===== config.mk =====
export PLATFORM = sky130hd
export DESIGN_NAME = frog_jump_render_flat
export DESIGN_NICKNAME = d
export VERILOG_FILES = /design/src/rtl/frog_jump_render_pkg.sv /design/src/rtl/frog_jump_render_if.sv /design/src/rtl/frog_jump_render_btn_sync.sv /design/src/rtl/frog_jump_render.sv /design/src/flat_wrapper.sv
export SDC_FILE = /design/constraint.sdc
export NUM_CORES = 1
export LEC_CHECK = 0
export BUFFER_PORTS_ARGS = -buffer_cell sky130_fd_sc_hd__buf_4
export CAP_MARGIN = 20
export CELL_PAD_IN_SITES_DETAIL_PLACEMENT = 0
export CELL_PAD_IN_SITES_GLOBAL_PLACEMENT = 2
export CORE_ASPECT_RATIO = 1.75
export CORE_MARGIN = 3
export CORE_UTILIZATION = 30
export DETAILED_ROUTE_END_ITERATION = 8
export PLACE_DENSITY = 0.73
export RECOVER_POWER = 50
export SLEW_MARGIN = 20
export SYNTH_ARGS = -nofsm -noshare
export SYNTH_HDL_FRONTEND = slang
export SYNTH_SLANG_ARGS = --single-unit

===== constraint.sdc =====
create_clock -name clk -period 2.51 [get_ports clk]
set_clock_uncertainty 0.15 [all_clocks]
set_input_delay 0.1255 -clock clk [delete_from_list [all_inputs] [get_ports clk]]
set_output_delay 0.1255 -clock clk [all_outputs]
set_load 0.05 [all_outputs]

===== src/rtl/frog_jump_render_pkg.sv =====
// frog_pkg: shared FSM state type, palette and default geometry for the frog jump renderer
package frog_pkg;
    typedef enum logic [1:0] {IDLE, RISE, FALL} state_t;
    localparam logic [11:0] C_BLACK  = 12'h000;
    localparam logic [11:0] C_FROG   = 12'h0F0;
    localparam logic [11:0] C_GROUND = 12'h840;
    localparam logic [11:0] C_SKY    = 12'h4AF;
    localparam int D_FROG_X   = 304;
    localparam int D_FROG_W   = 32;
    localparam int D_FROG_H   = 32;
    localparam int D_GROUND_Y = 400;
    localparam int D_JUMP_H   = 96;
    localparam int D_STEP     = 4;
endpackage


===== src/rtl/frog_jump_render_if.sv =====
// frog_jump_render_if: pixel/frame/button inputs and colour/status outputs of the renderer
//   master: drives pix_x, pix_y, pix_v, frame_id, jump_btn; reads rgb, rgb_v, frog_top, airborne
//   slave : the renderer side
interface frog_jump_render_if #(
    parameter int pA = 10,
    parameter int fA = 32
);
    logic [pA-1:0] pix_x;
    logic [pA-1:0] pix_y;
    logic          pix_v;
    logic [fA-1:0] frame_id;
    logic          jump_btn;
    logic [11:0]   rgb;
    logic          rgb_v;
    logic [pA-1:0] frog_top;
    logic          airborne;
    modport master (output pix_x, pix_y, pix_v, frame_id, jump_btn,
                    input  rgb, rgb_v, frog_top, airborne);
    modport slave  (input  pix_x, pix_y, pix_v, frame_id, jump_btn,
                    output rgb, rgb_v, frog_top, airborne);
endinterface


===== src/rtl/frog_jump_render_btn_sync.sv =====
// btn_sync: two-flop synchroniser for the raw jump button plus a rising-edge detector
//   i_btn  : asynchronous button, high = pressed
//   o_edge : one-cycle pulse on each synchronised rising edge
module btn_sync (
    input  logic clk,
    input  logic rst,
    input  logic i_btn,
    output logic o_edge
);
    logic r_s1, r_s2, r_s3;
    always_ff @(posedge clk or posedge rst) begin
        if (rst) begin
            r_s1 <= 1'b0;
            r_s2 <= 1'b0;
            r_s3 <= 1'b0;
        end else begin
            r_s1 <= i_btn;
            r_s2 <= r_s1;
            r_s3 <= r_s2;
        end
    end
    assign o_edge = r_s2 & ~r_s3;
endmodule


===== src/rtl/frog_jump_render.sv =====
// frog_jump_render: frame-stepped jump FSM for a frog sprite and a one-cycle-latency pixel renderer
//   clk, rst : pixel clock, asynchronous active-high reset
//   bus      : slave side of frog_jump_render_if (pixel position/valid, frame id, button in;
//              rgb, rgb_v, frog_top, airborne out)
module frog_jump_render
    import frog_pkg::*;
#(
    parameter int pA       = 10,
    parameter int fA       = 32,
    parameter int FROG_X   = D_FROG_X,
    parameter int FROG_W   = D_FROG_W,
    parameter int FROG_H   = D_FROG_H,
    parameter int GROUND_Y = D_GROUND_Y,
    parameter int JUMP_H   = D_JUMP_H,
    parameter int STEP     = D_STEP
)(
    input logic                clk,
    input logic                rst,
    frog_jump_render_if.slave  bus
);
    localparam logic [pA-1:0] GROUND_TOP = pA'(GROUND_Y - FROG_H);
    localparam logic [pA-1:0] APEX       = pA'(GROUND_Y - FROG_H - JUMP_H);
    localparam logic [pA-1:0] STEP_W     = pA'(STEP);
    localparam logic [pA:0]   STEP_E     = (pA+1)'(STEP);

    logic [fA-1:0] r_frame_q;
    state_t        r_state, w_state_nxt;
    logic [pA-1:0] r_top, w_top_nxt, w_dn, w_up;
    logic          r_pending, w_pending_nxt;
    logic          w_tick, w_edge, w_airborne, w_in_frog;
    logic [pA:0]   w_top_e, w_x, w_y;
    logic [11:0]   r_rgb, w_rgb_nxt;
    logic          r_rgb_v;

    btn_sync u_btn_sync (.clk(clk), .rst(rst), .i_btn(bus.jump_btn), .o_edge(w_edge));

    assign w_tick  = bus.frame_id != r_frame_q;
    assign w_top_e = {1'b0, r_top};
    // widened compares keep the saturation test from wrapping near 0 / the top of the range
    assign w_dn = (w_top_e < {1'b0, APEX} + STEP_E) ? APEX : r_top - STEP_W;
    assign w_up = (w_top_e + STEP_E > {1'b0, GROUND_TOP}) ? GROUND_TOP : r_top + STEP_W;

    always_ff @(posedge clk or posedge rst) begin
        if (rst) begin
            r_frame_q <= '0;
            r_state   <= IDLE;
            r_top     <= GROUND_TOP;
            r_pending <= 1'b0;
        end else begin
            r_frame_q <= bus.frame_id;
            r_state   <= w_state_nxt;
            r_top     <= w_top_nxt;
            r_pending <= w_pending_nxt;
        end
    end

    // every move happens on a frame tick, i.e. during blanking, so sprites never tear
    always_comb begin
        w_state_nxt   = r_state;
        w_top_nxt     = r_top;
        w_pending_nxt = 1'b0;
        case (r_state)
            IDLE: begin
                w_top_nxt     = GROUND_TOP;
                w_pending_nxt = r_pending | w_edge;
                if (w_tick && (r_pending || w_edge)) begin
                    w_state_nxt   = RISE;
                    w_pending_nxt = 1'b0;
                    w_top_nxt     = w_dn;
                end
            end
            RISE: if (w_tick) begin
                w_state_nxt = (r_top == APEX) ? FALL : RISE;
                w_top_nxt   = w_dn;
            end
            FALL: if (w_tick) begin
                w_state_nxt = (r_top == GROUND_TOP) ? IDLE : FALL;
                w_top_nxt   = w_up;
            end
            default: w_state_nxt = IDLE;
        endcase
    end

    always_comb w_airborne = (r_state == RISE) || (r_state == FALL);

    assign w_x = {1'b0, bus.pix_x};
    assign w_y = {1'b0, bus.pix_y};
    assign w_in_frog = (w_x >= (pA+1)'(FROG_X)) && (w_x < (pA+1)'(FROG_X + FROG_W)) &&
                       (w_y >= w_top_e) && (w_y < w_top_e + (pA+1)'(FROG_H));
    always_comb w_rgb_nxt = !bus.pix_v ? C_BLACK :
                            w_in_frog ? C_FROG :
                            (w_y >= (pA+1)'(GROUND_Y)) ? C_GROUND : C_SKY;

    always_ff @(posedge clk or posedge rst) begin
        if (rst) begin
            r_rgb   <= C_BLACK;
            r_rgb_v <= 1'b0;
        end else begin
            r_rgb   <= w_rgb_nxt;
            r_rgb_v <= bus.pix_v;
        end
    end

    assign bus.rgb      = r_rgb;
    assign bus.rgb_v    = r_rgb_v;
    assign bus.frog_top = r_top;
    assign bus.airborne = w_airborne;
endmodule


===== src/flat_wrapper.sv =====
// flat-port wrapper written by rule: the top's interface ports become plain ports
module frog_jump_render_flat import frog_pkg::*;
#(
    parameter int pA       = 10,
    parameter int fA       = 32,
    parameter int FROG_X   = D_FROG_X,
    parameter int FROG_W   = D_FROG_W,
    parameter int FROG_H   = D_FROG_H,
    parameter int GROUND_Y = D_GROUND_Y,
    parameter int JUMP_H   = D_JUMP_H,
    parameter int STEP     = D_STEP
)
  (clk, rst, bus_pix_x, bus_pix_y, bus_pix_v, bus_frame_id, bus_jump_btn, bus_rgb, bus_rgb_v, bus_frog_top, bus_airborne);
  frog_jump_render_if #(.pA(pA), .fA(fA)) bus_i ();
  input logic clk;
  input logic rst;
  input wire logic [$bits(bus_i.pix_x)-1:0] bus_pix_x;
  input wire logic [$bits(bus_i.pix_y)-1:0] bus_pix_y;
  input wire logic [$bits(bus_i.pix_v)-1:0] bus_pix_v;
  input wire logic [$bits(bus_i.frame_id)-1:0] bus_frame_id;
  input wire logic [$bits(bus_i.jump_btn)-1:0] bus_jump_btn;
  output wire logic [$bits(bus_i.rgb)-1:0] bus_rgb;
  output wire logic [$bits(bus_i.rgb_v)-1:0] bus_rgb_v;
  output wire logic [$bits(bus_i.frog_top)-1:0] bus_frog_top;
  output wire logic [$bits(bus_i.airborne)-1:0] bus_airborne;
  assign bus_i.pix_x = bus_pix_x;
  assign bus_i.pix_y = bus_pix_y;
  assign bus_i.pix_v = bus_pix_v;
  assign bus_i.frame_id = bus_frame_id;
  assign bus_i.jump_btn = bus_jump_btn;
  assign bus_rgb = bus_i.rgb;
  assign bus_rgb_v = bus_i.rgb_v;
  assign bus_frog_top = bus_i.frog_top;
  assign bus_airborne = bus_i.airborne;
  frog_jump_render #(.pA(pA), .fA(fA), .FROG_X(FROG_X), .FROG_W(FROG_W), .FROG_H(FROG_H), .GROUND_Y(GROUND_Y), .JUMP_H(JUMP_H), .STEP(STEP)) u_core (.clk(clk), .rst(rst), .bus(bus_i));
endmodule

Yosys cells after proc, flatten, opt, wreduce, memory -nomap -nowiden
Cells that the tools add are included.

word-level totals
  register bits after elaboration = 61
  bits in latches = 0
  bits in writable memories = 0
  bits in read-only memories = 0
  input bits = 56
  output and inout port bits = 24
  word-level logic and storage cells = 58
  memories = 0

cells by class
  $add $sub $neg = 4
  $mul = 0
  div/mod/pow operators = 0
  $lt $le $gt $ge = 7
  equal/unequal tests = 8
  shift-type cells = 0
  muxes and demuxes = 17
  bitwise logic cells = 3
  reduce and logical (&&, ||, !) cells = 10

operators by type and width
  kind                                                                                   number
  10-bit two-way mux                                                                     5
  12-bit two-way mux                                                                     3
  32-bit inequality test                                                                 1
  10-bit case mux with 3 select lines                                                    1
  10-bit by 9-bit equality test with 1-bit output (second input constant)                2
  10-bit by 9-bit greater-or-equal comparator with 1-bit output (second input constant)  2
  10-bit by 9-bit < comparator with 1-bit output (second input constant)                 2
  10-bit by 3-bit adder with 11-bit output (second input constant)                       1
  10-bit by 6-bit adder with 11-bit output (second input constant)                       1
  11-bit by 9-bit > comparator with 1-bit output (second input constant)                 1
  10-bit by 11-bit < comparator with 1-bit output                                        1
  10-bit by 3-bit adder with 10-bit output (second input constant)                       1
  10-bit greater-or-equal comparator                                                     1
  2-bit two-way mux                                                                      5
  10-bit by 3-bit subtractor with 10-bit output (second input constant)                  1
  2-bit by 1-bit inequality test with 1-bit output (second input constant)               3
  2-bit case mux with 3 select lines                                                     1
  3-bit AND reduction                                                                    2
  1-bit logical AND                                                                      4
  3-bit nonzero test                                                                     1
  2-bit by 1-bit equality test with 1-bit output (second input constant)                 1
  2-bit equality test (second input constant)                                            1
  2-bit logical NOT                                                                      1
  1-bit logical OR                                                                       2
  4 further kinds                                                                        5

Logic depth before layout (Yosys ltp)
  word-level depth = 6
  gate-level depth with buffers = 10
  mapped depth without buffers = 10

Modules after synthesis
Synthesis repeated with hierarchy kept, for this count alone.

second synthesis, totals
  cells, all modules = 295
  area, all modules = 3074.2 sq um

by module, submodules not included
  module            instances  cells each  area each (sq um)  seq. area each (sq um)
  frog_jump_render  1          290         2981.6             1281.2
  btn_sync          1          5           92.6               75.1

Worst setup path before layout
Ideal clock, no wire load.

  path type = register -> register
  start point = register u_core.r_top[5] (netlist: u_core.bus.frog_top[5])
  end point = register u_core.r_rgb[4] (netlist: u_core.bus.rgb[4])
  setup time = 0.066 ns
  arrival = 2.389 ns
  required time = 2.294 ns
  path slack = -0.095 ns
  cell stages (with the launch flop) = 10
  buffers on the path = 1
  clock period less this slack = 2.605 ns
  cell sequence = dfstp_2 buf_4 inv_1 ha_1 inv_1 ha_1 a21o_1 a2111oi_0 o21a_1 and2_1

on the way
  cells in the longest elaborated chain, start to end = 5
  elaborated cells on any way between the ends = 7
  those cells by class = add/sub (1); order compare (2); mux (2); reduce/logical (2)

RTL lines
  what                                                                                                   RTL line                                        source
  start: declaration                                                                                     frog_jump_render.sv:28                          logic [pA-1:0] r_top, w_top_nxt, w_dn, w_up;
  start signal: assignment                                                                               frog_jump_render.sv:52                          r_top <= w_top_nxt;
  10-bit by 6-bit adder with 11-bit output / 10-bit greater-or-equal comparator (equally long branches)  frog_jump_render.sv:89                          (w_y >= w_top_e) && (w_y < w_top_e + (pA+1)'(FROG_H));
  10-bit by 11-bit < comparator with 1-bit output / 1-bit logical AND (equally long branches)            frog_jump_render.sv:89, frog_jump_render.sv:88
  1-bit logical AND (*)                                                                                  frog_jump_render.sv:89
  12-bit two-way mux (*)                                                                                 frog_jump_render.sv:91                          w_in_frog ? C_FROG :
  12-bit two-way mux (*)                                                                                 frog_jump_render.sv:90                          always_comb w_rgb_nxt = !bus.pix_v ? C_BLACK :
  named net u_core.w_rgb_nxt[4]                                                                          frog_jump_render.sv:32                          logic [11:0] r_rgb, w_rgb_nxt;
  end signal: assignment                                                                                 frog_jump_render.sv:99                          r_rgb <= w_rgb_nxt;
  end: declaration                                                                                       frog_jump_render.sv:32

The timed path passes the listed nets; every way through them passes the cells marked *.
A chain may end at the register's enable or synchronous reset.

Final worst setup path
  start point = register u_core.r_top[5] (netlist: u_core.bus.frog_top[5])
  end point = register u_core.r_top[4] (netlist: u_core.bus.frog_top[4])

on the way
  cells in the longest elaborated chain, start to end = 5
  elaborated cells on any way between the ends = 9
  those cells by class = add/sub (1); order compare (2); mux (6)

RTL lines
  what                                            RTL line                source
  10-bit by 3-bit adder with 11-bit output        frog_jump_render.sv:41  assign w_up = (w_top_e + STEP_E > {1'b0, GROUND_TOP}) ? GROUND_TOP : r_top + STEP_W;
  11-bit by 9-bit > comparator with 1-bit output  frog_jump_render.sv:41
  10-bit two-way mux                              frog_jump_render.sv:41
  10-bit two-way mux                              frog_jump_render.sv:76  FALL: if (w_tick) begin
  10-bit case mux with 3 select lines (*)         frog_jump_render.sv:62  case (r_state)

Every way passes the cells marked *; elsewhere a longest branch is shown, timed or not. The select of a mux whose other input is x is not followed.

==> results.md <==
- The worst pin sits at a relative slew slack of 31.5%.
- The number of register bits inferred by synthesis is 54.
- The total of fill cells in the finished design is 1,051.
- The total congestion overflow is 0.
- The HPWL after detailed placement is 6.59 mm.
- The worst setup path is of the reg2reg kind.
- The peak clock frequency supported by timing is 420 MHz.
- The kind of launch point of the worst setup path is a register.
- The wire length of the first global-routing pass is 13.6 mm.
- The sequential element share of the synthesized area is 43.0%.
- In this run, placement finished with an instance count of roughly 510.
- Setup violations remaining at the end of the flow were counted as 0.
- Of the total synthesized cell area, the portion taken by AND, OR, NAND and NOR gates is roughly 15%.
- The fraction of met1 tracks used by global routing is between 10% and 20%.
- Counting along the longest clock path gives a buffer depth of 2.
- The core region is 0.0101 sq mm.
- The transition at the pin with the smallest max-transition slack is 1.03 ns.
- The parity-gate share of the synthesized area counting xor and xnor cells is 10.8%.
- The total CTS buffers is 5.
- The number of nets still failing antenna checks after routing is 0.
- After detailed routing, the number of remaining DRC violations is 0.
- The prevailing post-synth register cell is sky130_fd_sc_hd__dfrtp_1.
- The multiplexer share of the synthesized area is 0%.
- The via count of the first global-routing pass is between 2,000 and 3,000.
- Data on the critical path arrives at its endpoint at about 2.4 ns.
- The leakage power is 1.84 nW.
- Measured along the x axis, the die boundary spans 83.5 um.
- The floorplan step set the die height to 142 um.
- The flow ran to the end, and the final reports show no timing, DRC or antenna violations.
- Setup repair after global routing left no endpoint under its margin.
- Dividing the detail-routed via count by the number of cells gives between 4 and 5.
- The Yosys step of the flow raised 0 warnings.
- The final number of max-transition violations is 0.
- The number of max-cap violations is 0.
- Summing all non-filler instances in the final layout gives an area of 0.00436 sq mm.
- Across all layers, the routed design uses 2,603 vias.
- Global routing consumed, on the met3 layer, under 10% of the routing resources.
- The repair_antennas step left the layout with diodes totalling 0.
- The final layout contains 504 nets.
- The initial utilization of the core area, before any placement, comes to 31.3%.
- STA classifies the critical path endpoint as a register.
- Averaged over all synthesized cells, the footprint is around 11 sq um.
- In this run the worst path has a maximum fanout of 8.
- The clock-pin slew on the worst setup and hold paths is 0.07 ns.
- Summed over all layers, the routed wires come to 8.24 mm.
- For this run, the total global-route usage over all layers was measured as 14.4%.
- The later pin in the worst-skew pair is clocked with a latency of 0.29 ns.
- The summed negative setup slack over all endpoints is 0 ns.
- Cells with a size suffix above 1 make up 23.6% of the layout.
- The total standard cell area after synthesis is 0.00316 sq mm.
- The TritonCTS clock tree is built.
- Routability-driven placement finished with a final weighted congestion of 0.787.
- Entering global routing, the biggest net connects 29 pins.
- The proportion of register bits with asynchronous set or reset after synthesis is 100%.
- The count of standard-cell rows is 48.
- The met2 track demand over resource in global routing is between 20 and 30%.
- The root buffer cell is sky130_fd_sc_hd__clkbuf_16.
- The adder-cell area share of the yosys netlist is 10.3%.
- The average routed wire per standard cell is 15.0 um.
- Data on the critical path is required at its endpoint by 2.57 ns.
- In this run the count of I/O pins placed on the die edge is 80.
- The initial antenna violation count is 0.
- The final-report hold violation count is 0.
- The detailed-router iteration count before antenna repair is 3.
- The synthesized netlist devotes 15.5% of its cell area to compound gates.
- Port buffering added 73 buffers.
- The maximum level of the CTS H-tree is 2.
- The final cycle utilization of the critical path is 94.9%.
- The final period demand of the worst path is 2.38 ns.
- The number of distinct library cells after synthesis is 60.
- By area, the combinational part of the netlist is dominated by compound AO/OA/AOI/OAI gates.
- The synthesized design contains 0 enable-type register cells.
- Across the VDD grid, the largest voltage drop is between 0.5 and 0.6 mV.
- Compared with the post-synthesis result, the final layout area differs by 38.1%.
- The count of routing violations after the opening detailed-route iteration is between 70 and 80.
- Clock tree synthesis found a total of 54 sinks.
- The die outline area is 0.0118 sq mm.
- met2 is the most crowded layer.
- The gate count of the mapped netlist is 298.
- The final non-filler cell total is 548.
- Once placement finished, the instance area stood at 0.00392 sq mm.
- The classification of the worst-slack hold path is in2reg.
- In this run the power density over the cells is 902 mW/mm^2.
-- per-layer routing --
metal	up-vias	part of all wire, %	routed length, um
met2	46	59	4850
li1	1291	-	-
met1	1252	35	2900
met4	0	2.8	234
met3	14	3.2	261
met5	-	0	0
-- report_power, final --
group	internal, mW	switching (mW)
combinational	0.843	1.18
clock	0.502	0.313
sequential	0.995	0.0991
total	2.34	1.59
-- layout make-up --
| type | instances | area [sq um] | area share (%) |
|---|---|---|---|
| clock buffer | 6 | 139 | 3.19 |
| clock inverter | 2 | 38.8 | 0.890 |
| inverter | 17 | 63.8 | 1.46 |
| multi-input combinational | 215 | 1670 | 38.2 |
| sequential | 54 | 1360 | 31.2 |
| tap | 125 | 156 | 3.59 |
| timing repair buffer | 129 | 936 | 21.5 |
-- synthesized netlist by cell type (3+ instances only) --
| master | n | area, sq um |
|---|---|---|
| sky130_fd_sc_hd__nand2_1 | 16 | 60.1 |
| sky130_fd_sc_hd__o21ai_0 | 5 | 25.0 |
| sky130_fd_sc_hd__o21ai_1 | 3 | 15.0 |
| sky130_fd_sc_hd__a21o_1 | 4 | 30.0 |
| sky130_fd_sc_hd__o21a_1 | 11 | 82.6 |
| sky130_fd_sc_hd__xnor2_1 | 39 | 342 |
| sky130_fd_sc_hd__ha_1 | 26 | 325 |
| sky130_fd_sc_hd__a21oi_1 | 12 | 60.1 |
| sky130_fd_sc_hd__dfrtp_1 | 50 | 1250 |
| sky130_fd_sc_hd__o31ai_1 | 4 | 30.0 |
| sky130_fd_sc_hd__nor4_1 | 4 | 25.0 |
| sky130_fd_sc_hd__a21oi_2 | 3 | 26.3 |
| sky130_fd_sc_hd__nor4b_1 | 3 | 26.3 |
| sky130_fd_sc_hd__inv_1 | 13 | 48.8 |
| sky130_fd_sc_hd__o22ai_1 | 3 | 18.8 |
| sky130_fd_sc_hd__buf_4 | 10 | 75.1 |
| sky130_fd_sc_hd__dfstp_2 | 4 | 105 |
| sky130_fd_sc_hd__and2_1 | 3 | 18.8 |
| sky130_fd_sc_hd__nand2b_1 | 3 | 18.8 |
| sky130_fd_sc_hd__nor2_1 | 15 | 56.3 |
| sky130_fd_sc_hd__nand3_1 | 8 | 40.0 |
| sky130_fd_sc_hd__nand4_1 | 8 | 50.1 |
| sky130_fd_sc_hd__nor2b_1 | 4 | 25.0 |
-- repair_timing --
item | in CTS | in global routing
setup endpoints to repair | 0 | 12
gates resized for setup | 0 | 7
hold buffers | 35 | 0
hold endpoints to repair | 65 | 0
setup buffers | 0 | 0
-- worst max-delay path, cell delays in order (launching register included) --
cell and delay [ns]:
sky130_fd_sc_hd__dfstp_4 0.64, sky130_fd_sc_hd__ha_1 0.18, sky130_fd_sc_hd__buf_4 0.13, sky130_fd_sc_hd__nand3_4 0.07
sky130_fd_sc_hd__or3_1 0.33, sky130_fd_sc_hd__a21oi_2 0.19, sky130_fd_sc_hd__a21oi_4 0.09, sky130_fd_sc_hd__o41ai_1 0.40
sky130_fd_sc_hd__a21oi_1 0.12
-- cell families (layout without fill, tap and decap cells) --
logic type               after synthesis  after routing
flip-flops                            54             54
buffers and inverters                 30            154
adder cells (fa/ha/maj)               26             26
XOR/XNOR                              39             39
other                                  1              2
AO/OA/AOI/OAI                         67             67
AND/OR/NAND/NOR                       81             81
-- registers in the layout, indices dropped and copies added (netlist names) --
name                    count
u_core.u_btn_sync.r_s3      1
u_core.r_frame_q           32
u_core.bus.frog_top        10
u_core.u_btn_sync.r_s2      1
u_core.bus.rgb_v            1
u_core.u_btn_sync.r_s1      1
u_core.r_state              2
u_core.bus.rgb              5
u_core.r_pending            1
-- path summary, 6_finish.rpt --
path | from | to | slack, ns | cells after the start
worst max-delay path | u_core.bus.frog_top[5] | u_core.bus.frog_top[4] | 0.13 | 8
worst min-delay path | bus_pix_y[9] | u_core.bus.rgb[10] | 0.005 | 3
worst max register to register | u_core.bus.frog_top[5] | u_core.bus.frog_top[4] | 0.13 | 8
worst min register to register | u_core.u_btn_sync.r_s1 | u_core.u_btn_sync.r_s2 | 0.20 | 0
max in group asynchronous | rst | u_core.bus.frog_top[4] | 0.87 | 4
min in group asynchronous | rst | u_core.r_frame_q[28] | 0.49 | 3
-- placed cells by master, fill, tap and decap left out, types with 4 or more instances in the layout --
cell type / n
sky130_fd_sc_hd__dfrtp_1: 50
sky130_fd_sc_hd__nand3_1: 8
sky130_fd_sc_hd__nor2_1: 14
sky130_fd_sc_hd__clkbuf_16: 5
sky130_fd_sc_hd__nand4_1: 8
sky130_fd_sc_hd__nor2b_1: 4
sky130_fd_sc_hd__o31ai_1: 4
sky130_fd_sc_hd__ha_1: 25
sky130_fd_sc_hd__clkbuf_4: 4
sky130_fd_sc_hd__a21o_1: 4
sky130_fd_sc_hd__clkbuf_1: 32
sky130_fd_sc_hd__xnor2_1: 39
sky130_fd_sc_hd__o21a_1: 10
sky130_fd_sc_hd__nand2_1: 15
sky130_fd_sc_hd__dlygate4sd3_1: 35
sky130_fd_sc_hd__a21oi_1: 12
sky130_fd_sc_hd__inv_1: 13
sky130_fd_sc_hd__o21ai_0: 5
sky130_fd_sc_hd__buf_4: 58
-- per-stage QoR --
step	setup slack (ns)	power (mW)	hold WS (ns)	utilization, %
3_5_place_dp	0.0445	3.10	0.0792	38.9
2_1_floorplan	0.00412	2.48	0.00693	-
6_report	0.127	3.93	0.00491	43.2
5_1_grt	0.00312	4.18	0.0292	43.2
3_3_place_gp	0.0720	3.09	0.0762	38.9
4_1_cts	0.0252	3.98	0.00622	44.1
Power figures use the tool's default switching activity.
